===== src/rtl/mod_reduce_if.sv =====
`default_nettype none
// ============================================================================
// Module   : mod_reduce_if
// Purpose  : Request/result bundle for mod_reduce. The requester drives start
//            and the operands. The reducer returns R, busy and done.
//            Optional macro MOD_REDUCE_SUB_EN adds the 'sub' request bit.
// Revision : 1.0  initial release
// ============================================================================
interface mod_reduce_if;
  logic         start;
  logic [384:0] S;
  logic [383:0] M;
`ifdef MOD_REDUCE_SUB_EN
  logic         sub;
`endif
  logic [383:0] R;
  logic         busy;
  logic         done;

  modport master (
    output start, S, M,
`ifdef MOD_REDUCE_SUB_EN
    output sub,
`endif
    input  R, busy, done
  );

  modport slave (
    input  start, S, M,
`ifdef MOD_REDUCE_SUB_EN
    input  sub,
`endif
    output R, busy, done
  );
endinterface
`default_nettype wire


===== src/rtl/mod_reduce.sv =====
`default_nettype none
// ============================================================================
// Module   : mod_reduce
// Purpose  : Final conditional-subtract reduction of a 385-bit sum S (< 2M)
//            modulo a 384-bit M. The datapath works CHUNK bits per cycle,
//            least significant chunk first. The result R is S-M when that
//            does not underflow, otherwise S.
//            Optional macro MOD_REDUCE_SUB_EN adds a 'sub' mode. In that mode
//            S is a signed difference, and M is added back when S is negative.
// Revision : 1.0  initial release
// ============================================================================
module mod_reduce #(
  parameter int CHUNK = 128
) (
  input  logic        clk,
  input  logic        resetn,   // synchronous, active-high
  mod_reduce_if.slave bus
);

  localparam int c_WIDTH = 384;
  localparam int c_NCH   = c_WIDTH / CHUNK;
  localparam int c_CW    = (c_NCH > 1) ? $clog2(c_NCH) : 1;
  localparam logic [c_CW-1:0] c_LAST = c_CW'(c_NCH - 1);

  typedef enum logic [1:0] {
    ST_IDLE = 2'd0,
    ST_RUN  = 2'd1,
    ST_FIN  = 2'd2
  } state_t;

  state_t         r_state;
  logic [384:0]   r_s;
  logic [383:0]   r_m;
  logic [383:0]   r_d;
  logic [c_CW-1:0] r_cnt;
  logic           r_carry;      // borrow in subtract mode, carry in add mode
  logic [383:0]   r_r;
  logic           r_busy;
  logic           r_done;
`ifdef MOD_REDUCE_SUB_EN
  logic           r_sub;
`endif

  int             w_lsb;
  logic [CHUNK-1:0] w_s_chunk;
  logic [CHUNK-1:0] w_m_chunk;
  logic [CHUNK:0] w_res;        // bit CHUNK is the outgoing borrow/carry
  logic [383:0]   w_d_next;
  logic           w_use_d;

  // Process one chunk. Also build the full D that includes this chunk, so the
  // last RUN cycle can register R directly.
  always_comb begin
    w_lsb     = int'(r_cnt) * CHUNK;
    w_s_chunk = r_s[w_lsb +: CHUNK];
    w_m_chunk = r_m[w_lsb +: CHUNK];
    w_res     = {1'b0, w_s_chunk} - {1'b0, w_m_chunk} - {{CHUNK{1'b0}}, r_carry};
`ifdef MOD_REDUCE_SUB_EN
    if (r_sub) begin
      w_res = {1'b0, w_s_chunk} + {1'b0, w_m_chunk} + {{CHUNK{1'b0}}, r_carry};
    end
`endif
    w_d_next = r_d;
    w_d_next[w_lsb +: CHUNK] = w_res[CHUNK-1:0];
    // Keep S-M unless it underflowed. A set carry bit 384 means S >= 2^384 > M,
    // so the subtraction is always valid in that case.
    w_use_d = r_s[384] | ~w_res[CHUNK];
`ifdef MOD_REDUCE_SUB_EN
    // A negative difference (sign bit set) needs M added back.
    if (r_sub) begin
      w_use_d = r_s[384];
    end
`endif
  end

  // Control FSM with latched operands and registered busy/done/R.
  always_ff @(posedge clk) begin
    if (resetn) begin
      r_state <= ST_IDLE;
      r_s     <= '0;
      r_m     <= '0;
      r_d     <= '0;
      r_cnt   <= '0;
      r_carry <= 1'b0;
      r_r     <= '0;
      r_busy  <= 1'b0;
      r_done  <= 1'b0;
`ifdef MOD_REDUCE_SUB_EN
      r_sub   <= 1'b0;
`endif
    end else begin
      case (r_state)
        ST_IDLE: begin
          r_done <= 1'b0;
          if (bus.start) begin
            r_s     <= bus.S;
            r_m     <= bus.M;
            r_cnt   <= '0;
            r_carry <= 1'b0;
            r_busy  <= 1'b1;
`ifdef MOD_REDUCE_SUB_EN
            r_sub   <= bus.sub;
`endif
            r_state <= ST_RUN;
          end
        end
        ST_RUN: begin
          r_d     <= w_d_next;
          r_carry <= w_res[CHUNK];
          r_cnt   <= r_cnt + 1'b1;
          if (r_cnt == c_LAST) begin
            r_r     <= w_use_d ? w_d_next : r_s[383:0];
            r_done  <= 1'b1;
            r_state <= ST_FIN;
          end
        end
        ST_FIN: begin
          r_done  <= 1'b0;
          r_busy  <= 1'b0;
          r_state <= ST_IDLE;
        end
        default: begin
          r_done  <= 1'b0;
          r_busy  <= 1'b0;
          r_state <= ST_IDLE;
        end
      endcase
    end
  end

  assign bus.R    = r_r;
  assign bus.busy = r_busy;
  assign bus.done = r_done;

endmodule
`default_nettype wire


===== src/flat_wrapper.sv =====
// flat-port wrapper written by rule: the top's interface ports become plain ports
module mod_reduce_flat 
#(
  parameter int CHUNK = 128
)
  (clk, resetn, bus_start, bus_S, bus_M, bus_R, bus_busy, bus_done);
  mod_reduce_if bus_i ();
  input  logic clk;
  input  logic resetn;
  input wire logic [$bits(bus_i.start)-1:0] bus_start;
  input wire logic [$bits(bus_i.S)-1:0] bus_S;
  input wire logic [$bits(bus_i.M)-1:0] bus_M;
  output wire logic [$bits(bus_i.R)-1:0] bus_R;
  output wire logic [$bits(bus_i.busy)-1:0] bus_busy;
  output wire logic [$bits(bus_i.done)-1:0] bus_done;
  assign bus_i.start = bus_start;
  assign bus_i.S = bus_S;
  assign bus_i.M = bus_M;
  assign bus_R = bus_i.R;
  assign bus_busy = bus_i.busy;
  assign bus_done = bus_i.done;
  mod_reduce #(.CHUNK(CHUNK)) u_core (.clk(clk), .resetn(resetn), .bus(bus_i));
endmodule

===== config.mk =====
export PLATFORM = sky130hd
export DESIGN_NAME = mod_reduce_flat
export DESIGN_NICKNAME = d
export VERILOG_FILES = /design/src/rtl/mod_reduce_if.sv /design/src/rtl/mod_reduce.sv /design/src/flat_wrapper.sv
export SDC_FILE = /design/constraint.sdc
export NUM_CORES = 2
export LEC_CHECK = 0
export CAP_MARGIN = 20
export CORE_AREA = 2 2 446 448
export DETAILED_ROUTE_END_ITERATION = 12
export DIE_AREA = 0 0 448 450
export GPL_ROUTABILITY_DRIVEN = 0
export PLACE_DENSITY = 0.68
export SYNTH_ARGS = -nofsm -noshare
export SYNTH_HDL_FRONTEND = slang
export SYNTH_SLANG_ARGS = --single-unit

===== constraint.sdc =====
create_clock -name clk -period 12.3 [get_ports clk]
set_input_delay 1.845 -clock clk [delete_from_list [all_inputs] [get_ports clk]]
set_output_delay 1.845 -clock clk [all_outputs]
set_load 0.03 [all_outputs]

## Yosys cells after proc, flatten, opt, wreduce, memory -nomap -nowiden

Cells that the tools add are included.
Widths: inputs -> output; s select.

| word-level totals | value |
|---|---|
| flip-flop bits (word level) | 1544 |
| logic and storage cells | 43 |

| operators by class | value |
|---|---|
| bitwise logic cells | 3 |
| shift operators | 4 |
| reductions and logical operators | 8 |
| mux-type cells | 11 |
| eq/ne operators | 4 |
| add/sub/neg operators | 4 |

Operators by type and width:

| kind | number |
|---|---|
| $shiftx 385x10->128 | 1 |
| $bwmux 384 | 1 |
| $mux 384 | 1 |
| $shift 128x33->384 const A | 1 |
| $shiftx 128x33->384 | 1 |
| $shiftx 384x10->128 | 1 |
| $sub 128x128->129 | 1 |
| $sub 129x1->129 | 1 |
| $neg 9->33 | 1 |
| $reduce_and 2->1 | 5 |
| $pmux 2 s2 | 2 |
| $mux 2 | 3 |
| $pmux 1 s2 | 2 |
| $add 2x1->2 const B | 1 |
| $eq 2x1->1 const B | 1 |
| $eq 2x2->1 const B | 1 |
| $logic_not 2->1 | 1 |
| $mux 1 | 2 |
| $ne 2x1->1 const B | 1 |
| $ne 2x2->1 const B | 1 |
| $not 1->1 | 2 |
| $reduce_bool 2->1 | 1 |
| $reduce_or 2->1 | 1 |
| $or 1x1->1 | 1 |

## Logic depth before layout (Yosys ltp)

| depth | value |
|---|---|
| word-level depth | 6 |
| mapped depth | 25 |
| gate-level depth less buffers | 18 |

## Least setup slack after synthesis

No wires, ideal clock.

| path | value |
|---|---|
| path kind | register to register |
| start point | reg u_core.r_cnt[0] |
| end point | reg u_core.r_r[167], in the netlist u_core.bus.R[167] |
| clock period less this slack | 5400 ps |
| cell stages (with the launch flop) | 26 |
| setup slack | 6900 ps |
| setup time | 125 ps |
| arrival time | 5275 ps |
| data required time | 12175 ps |
| buffers on the path | 7 |
| cell sequence | dfxtp_1 > clkbuf_1 > clkbuf_1 > clkbuf_1 > mux2i_1 > nor2_1 > a31oi_1 > ha_1 > inv_1 > ha_1 > clkbuf_1 > a21oi_1 > nand2_1 > a221oi_1 > a221oi_1 > nor4_4 > o21ai_4 > a21oi_2 > o31a_2 > mux2_4 > buf_6 > buf_6 > buf_4 > a221o_1 > o21ai_1 > o21ai_1 |

| on the way | value |
|---|---|
| word-level cells in the longest chain between the ends | 6 |
| elaborated cells between the ends (all ways) | 13 |
| those cells by class | add/sub (3); eq/ne (1); shift (4); mux (2); bitwise (2); reduce/logical (1) |

Ends and longest elaborated chain:

| what | line | RTL |
|---|---|---|
| from (decl) | mod_reduce.sv:35 | `logic [c_CW-1:0] r_cnt;` |
| from (signal assigned) | mod_reduce.sv:110 | `r_cnt <= r_cnt + 1'b1;` |
| $shiftx 385x10->128 or $shiftx 384x10->128 (tied branches) | mod_reduce.sv:55, mod_reduce.sv:56 |  |
| $sub 128x128->129 | mod_reduce.sv:57 | `w_res = {1'b0, w_s_chunk} - {1'b0, w_m_chunk} - {{CHUNK{1'b0}}, r_carry};` |
| $sub 129x1->129 | mod_reduce.sv:57 |  |
| $shiftx 128x33->384 or $not 1->1 (tied branches) | mod_reduce.sv:64, mod_reduce.sv:67 |  |
| $bwmux 384 or $or 1x1->1 (tied branches) | mod_reduce.sv:64, mod_reduce.sv:67 |  |
| $mux 384 | mod_reduce.sv:112 | `r_r <= w_use_d ? w_d_next : r_s[383:0];` |
| to (signal assigned) | mod_reduce.sv:112 |  |
| to (decl) | mod_reduce.sv:37 | `logic [383:0] r_r;` |

Several ways; a longest one is shown, not always the timed one.
A chain may end at the register's enable or synchronous reset.

## Worst setup path in the final report

| path | value |
|---|---|
| start point | reg u_core.r_cnt[0] |
| end point | reg u_core.r_r[369], in the netlist u_core.bus.R[369] |

Same word-level chain as after synthesis.

==> qor.yml <==
cts_tree: "done"
slew_headroom_pct: 3.06
cts.htree.levels: 4
cts_max_path_buffers: 3
numPortBuffers: 1157
worst_slack_ns: 3.85
skew_ns: 0.0670
post-place-ws_ns: 4.09
dpl.cell_count: 12600
grt_pass1_vias: 70500
critPathLaunchType: "flip-flop"
clock_latency_ns: 0.88
drv_cap: 0
p_leak_nw: 34.2
drv_slew: 0
viasPerCell: 5.95
cts.sinks: 1544
grt.overflow.total: 0
cts.clk_slew.worst_paths_ns: 0.06
wirelength_microns: 350000
cellPowerDensity_nw_per_um2: 174
grt_pass1_wl_microns: 493000
crit_path_end_kind: "flip-flop"
synth.net_count: 10600
start_util_pct: 37.6
final_cell_mix: "nand2_1, dfxtp_1, clkdlybuf4s50_1"
dr.pass1.iters: 13
fin_crit_ns: 8.45
status: "complete, but fails checks"
placed_area_sq_um: 86600
fin_nets: 11200
tightest_slew_ns: 1.45
grt_max_degree: 223
yosys_warnings: 0
mostFrequentLayoutCell: "nand2_1"
hold_slack_ns: 0.449
synth_seq_cells: 1544
path_class: "flip-flop to flip-flop"
vdd_drop_max_mv: 0.165
grt_antenna_before_repair: 73
critPathArrivalTime_ns: 9.18
cts_made_buffers: 169
die-area_sq_um: 202000
final_cells: 13000
final_area_sq_um: 92600
timing.fmax_mhz: 118
hp-class: "flip-flop to flip-flop"
drtAntennaViolNets: 0
ios: 1158
ys_seq_area_share_pct: 41.8
drive_gt1_share_pct: 3.94
dp_hpwl_microns: 254000
syn_to_final_growth_pct: 25.3
synth_area_leaders: "dfxtp_1, nand2_1, a21oi_1"
violations: "DRC"
hold_buffers: 0
setup_violations: 0
netlist_area_sq_um: 73900
rows: 163
async_flop_share_pct: 0
fin_setup_tns_ns: 0
synth_edf_count: 0
dieHeight_microns: 450
post_cts_resized: 0
synth_largest_area_cell: "dfxtp_1"
dieWidth_microns: 448
rsz0062_at_grt: "no"
fin_crit_sh_pct: 68.7
synthFlopType: "dfxtp_1"
drc: 1
core_sq_um: 197000
hold_viol_final: 0
cp.required_ns: 13.03
grt_usage_pct: 32.9
synth.avg_cell_area_sq_um: 7.73
synth_cell_types: 82
vias: 77200
clock-root-buffer: "clkbuf_16"
cts_setup_buffers: 0
drt-initial-drc-count: 10500
drt-wirelength-per-cell_microns: 27.0
yosysTopAreaCellShare_pct: 41.8
postSynthCellCount: 9556
crit_fanout: 219
[logic make-up after synthesis]
group,synth area share (%)
buffers and inverters,5.88
DFF,41.8
AOI/OAI and AO/OA,26.2
and+or+nand+nor,16.5
adders and majority gates,4.40
muxes,3.78
xor gates and xnor gates,1.48
[per-layer routing]
metal	wire, microns	global-route usage (%)
met1	135000	42.0
met2	145000	47.5
met3	40000	9.26
met4	29400	23.3
met5	388	0
[final timing paths]
check                                                    start                              to  slack [ns]  cells past startpoint
worst min-delay path            u_core.bus.R[374]$_SDFFE_PP0P_  u_core.bus.R[374]$_SDFFE_PP0P_        0.45                      2
worst max register to register    u_core.r_cnt[0]$_SDFFE_PP0P_  u_core.bus.R[369]$_SDFFE_PP0P_        3.85                     20
worst max-delay path              u_core.r_cnt[0]$_SDFFE_PP0P_  u_core.bus.R[369]$_SDFFE_PP0P_        3.85                     20
worst min register to register  u_core.bus.R[374]$_SDFFE_PP0P_  u_core.bus.R[374]$_SDFFE_PP0P_        0.45                      2
[registers in the layout (all words and copies together) (netlist names)]
| signal | flops |
|---|---|
| u_core.r_cnt | 2 |
| u_core.bus.busy | 1 |
| u_core.r_state | 2 |
| u_core.bus.done | 1 |
| u_core.bus.R | 384 |
| u_core.r_s | 385 |
| u_core.r_carry | 1 |
| u_core.r_d | 384 |
| u_core.r_m | 384 |
[power breakdown]
| group | switching, mW | leakage, nW | total (mW) | internal [mW] |
|---|---|---|---|---|
| registers | 0.218 | 12.6 | 5.48 | 5.27 |
| logic | 3.60 | 18.7 | 5.17 | 1.57 |
| clock network | 2.29 | 2.89 | 5.43 | 3.14 |
[stage by stage]
step                util [%]  power (mW)
CTS                     47.0        15.9
global route            47.1        16.6
finish                  47.1        16.1
detailed placement      44.0        10.5
global placement        44.0        10.4
floorplan                  -        8.68
[critical path: stages (launching register included)]
cell and delay, ns:
dfxtp_4 0.36, buf_12 0.44, buf_4 0.85, mux2i_1 0.27
o22ai_1 0.11, ha_1 0.34, inv_1 0.04, ha_1 0.35
a21oi_1 0.31, nor2b_1 0.09, nor4_1 0.69, a2111oi_2 0.24
nor4_4 0.58, o21ai_4 0.23, a21oi_2 0.38, o31a_2 0.30
mux2_8 0.72, buf_12 0.55, nor2_1 0.41, and2_1 0.29
a211o_1 0.29
[layout make-up]
type / instances / area, sq um
Antenna cell: 40 / 100
Tap cell: 2640 / 3300
Clock inverter: 60 / 895
Inverter: 322 / 1240
Multi-Input combinational cell: 6884 / 38800
Timing Repair Buffer: 1239 / 12400
Sequential cell: 1544 / 30900
Fill cell: 19100 / 104000
Clock buffer: 249 / 5000
[Yosys cell counts, types with 22 or more instances]
master,number
a211oi_1,228
a21o_1,56
a21oi_1,1061
a221o_1,24
a221oi_1,114
a22o_1,163
a22oi_1,392
a31oi_1,145
buf_1,50
buf_2,48
clkbuf_1,700
dfxtp_1,1544
ha_1,257
inv_1,317
mux2i_1,273
nand2_1,2222
nand3_1,25
nand4_1,62
nor2_1,688
nor3_1,40
o21ai_0,557
o21ai_1,52
o21bai_1,38
o22ai_1,148
o31ai_1,22
xnor2_1,77
xor2_1,48
(Power assumes the default switching activity.)
